--- config.mk ---
export PLATFORM = sky130hd
export DESIGN_NAME = bin2bcd_seq
export DESIGN_NICKNAME = d
export VERILOG_FILES = /design/src/rtl/bin2bcd_seq.sv
export SDC_FILE = /design/constraint.sdc
export NUM_CORES = 1
export LEC_CHECK = 0
export ABC_AREA = 1
export ABC_CLOCK_PERIOD_IN_PS = 1400
export CORE_MARGIN = 3
export CORE_UTILIZATION = 35
export DETAILED_ROUTE_END_ITERATION = 10
export PLACE_DENSITY = 0.55
export SLEW_MARGIN = 10
export SYNTH_ARGS = -nofsm -noshare
export SYNTH_HDL_FRONTEND = slang
export SYNTH_SLANG_ARGS = --single-unit
--- constraint.sdc ---
create_clock -name clk -period 1.4 [get_ports clk]
set_clock_uncertainty 0.05 [all_clocks]
set_input_delay 0.42 -clock clk [delete_from_list [all_inputs] [get_ports clk]]
set_output_delay 0.42 -clock clk [all_outputs]
set_load 0.02 [all_outputs]
--- src/rtl/bin2bcd_seq.sv ---
// Sequential double-dabble binary-to-BCD converter with start/done handshake.
// Optional range check (saturate to all-9s and raise ovf) under macro BIN2BCD_RANGE_CHK_EN.
module bin2bcd_seq #(
  parameter int BIN_W  = 8,
  parameter int DIGITS = 3
) (
  input  logic                clk,
  input  logic                rst_n,
  input  logic                start,
  input  logic [BIN_W-1:0]    bin_in,
  output logic                busy,
  output logic                done,
  output logic [4*DIGITS-1:0] bcd_out,
  output logic                ovf
);

  localparam int BCD_W = 4 * DIGITS;
  localparam int SR_W  = BCD_W + BIN_W;
  localparam int CNT_W = $clog2(BIN_W + 1);

  typedef enum logic [1:0] {
    S_IDLE = 2'd0,
    S_CONV = 2'd1,
    S_DONE = 2'd2
  } state_t;

  // One double-dabble iteration: add-3 correction on every digit, then shift left by one.
  function automatic logic [SR_W-1:0] dd_step(input logic [SR_W-1:0] sr);
    logic [SR_W-1:0] t;
    t = sr;
    for (int i = 0; i < DIGITS; i++) begin
      if (t[BIN_W+4*i +: 4] >= 4'd5) begin
        t[BIN_W+4*i +: 4] = t[BIN_W+4*i +: 4] + 4'd3;
      end
    end
    return {t[SR_W-2:0], 1'b0};
  endfunction

`ifdef BIN2BCD_RANGE_CHK_EN
  function automatic logic [31:0] pow10(input int n);
    logic [31:0] p;
    p = 32'd1;
    for (int i = 0; i < n; i++) begin
      p = p * 32'd10;
    end
    return p;
  endfunction

  localparam logic [31:0] BCD_MAX = pow10(DIGITS) - 32'd1;

  logic range_err_q, range_err_d;
  logic ovf_q, ovf_d;
`endif

  state_t            state_q, state_d;
  logic [SR_W-1:0]   sr_q, sr_d;
  logic [CNT_W-1:0]  cnt_q, cnt_d;
  logic [BCD_W-1:0]  bcd_q, bcd_d;
  logic              busy_q, busy_d;
  logic              done_q, done_d;
  logic [SR_W-1:0]   step_s;

  assign step_s = dd_step(sr_q);

  // Next-state and next-output logic; outputs are computed here and registered below.
  always_comb begin
    state_d = state_q;
    sr_d    = sr_q;
    cnt_d   = cnt_q;
    bcd_d   = bcd_q;
    busy_d  = busy_q;
    done_d  = 1'b0;
`ifdef BIN2BCD_RANGE_CHK_EN
    range_err_d = range_err_q;
    ovf_d       = 1'b0;
`endif
    case (state_q)
      S_IDLE: begin
        if (start) begin
          sr_d    = {{BCD_W{1'b0}}, bin_in};
          cnt_d   = CNT_W'(BIN_W);
          busy_d  = 1'b1;
          state_d = S_CONV;
`ifdef BIN2BCD_RANGE_CHK_EN
          range_err_d = (32'(bin_in) > BCD_MAX);
`endif
        end else begin
          busy_d  = 1'b0;
          state_d = S_IDLE;
        end
      end
      S_CONV: begin
        sr_d   = step_s;
        cnt_d  = cnt_q - CNT_W'(1);
        busy_d = 1'b1;
        if (cnt_q == CNT_W'(1)) begin
          // Bits shifted out above the top digit are dropped: result wraps modulo 10^DIGITS.
          bcd_d   = step_s[SR_W-1 -: BCD_W];
          done_d  = 1'b1;
          state_d = S_DONE;
`ifdef BIN2BCD_RANGE_CHK_EN
          if (range_err_q) begin
            bcd_d = {DIGITS{4'h9}};
          end else begin
            bcd_d = step_s[SR_W-1 -: BCD_W];
          end
          ovf_d = range_err_q;
`endif
        end else begin
          state_d = S_CONV;
        end
      end
      S_DONE: begin
        busy_d  = 1'b0;
        state_d = S_IDLE;
      end
      default: begin
        busy_d  = 1'b0;
        state_d = S_IDLE;
      end
    endcase
  end

  // State, datapath and output registers.
  always_ff @(posedge clk or negedge rst_n) begin
    if (!rst_n) begin
      state_q <= S_IDLE;
      sr_q    <= {SR_W{1'b0}};
      cnt_q   <= {CNT_W{1'b0}};
      bcd_q   <= {BCD_W{1'b0}};
      busy_q  <= 1'b0;
      done_q  <= 1'b0;
    end else begin
      state_q <= state_d;
      sr_q    <= sr_d;
      cnt_q   <= cnt_d;
      bcd_q   <= bcd_d;
      busy_q  <= busy_d;
      done_q  <= done_d;
    end
  end

`ifdef BIN2BCD_RANGE_CHK_EN
  // Range-check flag captured at start and the registered ovf output.
  always_ff @(posedge clk or negedge rst_n) begin
    if (!rst_n) begin
      range_err_q <= 1'b0;
      ovf_q       <= 1'b0;
    end else begin
      range_err_q <= range_err_d;
      ovf_q       <= ovf_d;
    end
  end

  assign ovf = ovf_q;
`else
  assign ovf = 1'b0;
`endif

  assign busy    = busy_q;
  assign done    = done_q;
  assign bcd_out = bcd_q;

endmodule

==> reports/metrics.cfg <==
[worst_setup_path]
worstPathMaxFanout=1
critPathSlowestCell=dfrtp_1
reg2reg_from=sr_q[8]
worst_ep_required_time_ps=930
reg2reg_setup_slack_ps=90
crit_arrival_ps=890
regToRegEndpoint=sr_q[10]
cp-start-kind=register
worstPathCellList=clkdlybuf4s15_2
path_delay_family=flip-flops
crit_type=reg2out
r2r.worst_path.cells=8
worstPathBufferInverterCount=1
slowest_delay_ps=360
crit_path_end_kind=output pin

[worst_hold_path]
hold_path_class=in2async

[sta]
hold_viol=0
period_needed_ps=1360
slew_violations=0
max_freq_mhz=735
fin_crit_sh=0.972
setup_viol=0

[yosys]
synthMuxAreaShare=0
synth_compound_area_frac=0.0579
synth_top_family_by_area=simple AND/OR/NAND/NOR gates
yosysTopAreaCell=dfrtp_1
ys_top_cells_by_count=nand2_1 (86), dfrtp_1 (39), nand3_1 (28)
synth_top_area_share=0.519
yosysMostFrequentCell=nand2_1
synthTopCellsByArea=dfrtp_1 (52%), nand2_1 (17%), nand3_1 (7.5%)
netlist_area_sq_um=1880
ys_warn_count=0
synthesis.nets=240
synth_edf_count=0
synth_simple_gate_area_frac=0.296
seq_area_frac_synth=0.519
synth.distinct_cells=21
synthXorXnorAreaFrac=0.00466
postSynthRegisterBits=39
ys.flop_type=dfrtp_1
async_reset_ff_frac=1.00
syn_inst=221
synth_fa_ha_area_frac=0.0533
syn-mean-instance-area_sq_um=8.50

[power_and_ir_drop]
switching_share=0.426
power_frac_comb=0.491
ir_drop_uv=680
p_seq_frac=0.372
power.switching_uw=2160
power.leakage_uw=0.00122
p_per_area_nw_per_um2=2180
intPower_uw=2910
p_clk_frac=0.137

[clock_network]
cts.sinks=39
htreeDepth=2
root_buffer=clkbuf_8
path_clk_slew_ps=70
cts_tree=yes
cts.path.max_buffers=2
clk_latency_ps=280
cts_buffers=5

[floorplan]
num_rows=26
die_x_microns=79.3
pin_count=26
start_util=0.366
die_area_sq_um=6280
coreArea_sq_um=5140
die_h_microns=79.3

[placed_design]
dpl_cell_area_sq_um=2280
io_buffer_count=24
dp_hpwl_microns=2760
dp_cells=325
gp_congestion=0.785

[finish]
fin_nets=282
syn2layout_area_growth_pct=23.7
finalInstanceArea_sq_um=2320
n_antenna_cell=0
drive_gt1_frac=0.195
fin_cells=332

[global_route]
grt_start_max_net_pins=40
grt_antenna_before_repair=0
overflow=0
grt_usage=0.135
grt_pass1_vias=1456
grt_first_pass_wirelength_microns=6640

[drt]
via_per_inst=4.61
avgRoutedWirePerCell_microns=11.5
ant_nets=0
firstDrtPassIters=4
drc=0
vias=1530
drtIter0Drc=52
wl_microns=3830

[status]
status=finished clean

[run]
drv_cap=0

through the flow:
step	worst slack, ps	utilization	power [uW]	hold slack, ps	setup TNS [ps]
floorplan	167	-	3570	74.4	0
global placement	-178	0.443	4450	358	-3620
detailed placement	-208	0.443	4490	357	-3990
CTS	0.177	0.458	5140	44.5	0
global route	-17.2	0.452	5570	50.5	-44.0
finish	39.7	0.452	5070	44.9	0
sequential cells by signal, indices dropped and copies added, names as in the netlist:
register,count
cnt_q,4
state_q,1
done,1
sr_q,20
busy,1
bcd_out,12
placed cells by master (no fill, tap or decap):
master,Yosys,layout
clkdlybuf4s15_2,0,1
o211ai_1,1,1
clkdlybuf4s50_1,0,9
o22ai_1,4,4
nor2_4,1,1
inv_2,3,4
buf_2,0,14
nor2_1,4,4
o21ai_2,1,1
nand2_2,0,1
buf_4,2,14
buf_6,3,1
nand2_1,86,85
ha_1,8,8
clkbuf_8,0,5
xnor2_1,1,1
nand4_1,6,6
conb_1,1,1
nand3_1,28,26
dfrtp_1,39,39
nand2_4,2,2
clkbuf_1,0,1
inv_1,16,14
nand3_4,0,1
nor2_2,1,1
inv_4,1,2
buf_12,0,1
nand3_2,0,1
o21ai_0,12,12
a21boi_2,0,1
power groups by stage:
| stage | Clock [uW] | Combinational [uW] | Sequential (uW) |
|---|---|---|---|
| after floorplan | 0 | 1520 | 2040 |
| after global placement | 0 | 2550 | 1900 |
| after detailed placement | 0 | 2590 | 1900 |
| after CTS | 714 | 2540 | 1880 |
| after global routing | 775 | 2850 | 1950 |
| final | 695 | 2490 | 1880 |
logic make-up (layout without fill, tap and decap cells):
logic type               Yosys count  count (layout)
AND/OR/NAND/NOR                  128             128
flip-flops                        39              39
buffers and inverters             25              66
AO/OA/AOI/OAI                     19              19
adder cells (fa/ha/maj)            8               8
other                              1               1
XOR/XNOR                           1               1
per-layer routing:
layer | global-route usage | up-vias | wire length, microns
li1 | - | 794 | -
met1 | 0.169 | 708 | 1830
met2 | 0.225 | 26 | 1830
met3 | 0.0420 | 2 | 164
met4 | 0.0395 | 0 | 15
met5 | 0 | - | 0
cell type report:
cell class / count / area, sq um
Fill cell: 555 / 2820
Sequential cell: 39 / 976
Multi-Input combinational cell: 157 / 801
Timing Repair Buffer: 40 / 308
Tap cell: 70 / 87.6
Inverter: 20 / 80.1
Clock buffer: 6 / 72.6
repair_timing:
action | 4_1_cts | 5_1_grt
endpoints found under the setup margin | 14 | 29
hold buffers | 0 | 0
hold endpoints to repair | 0 | 0
buffers inserted | 0 | 1
resized for setup | 44 | 22
how the worst max path moves through the flow:
stage	start	depth (start not counted)	slack (ps)	to
4_1_cts	bcd_out[5]	1	0.2	bcd_out[5]
6_report	busy	1	40	busy
3_3_place_gp	start	6	-180	cnt_q[2]
2_1_floorplan	done	7	170	sr_q[6]
5_1_grt	sr_q[12]	8	-20	bcd_out[5]
3_5_place_dp	start	6	-210	cnt_q[2]
No activity file was read; power rests on OpenSTA's default activity.
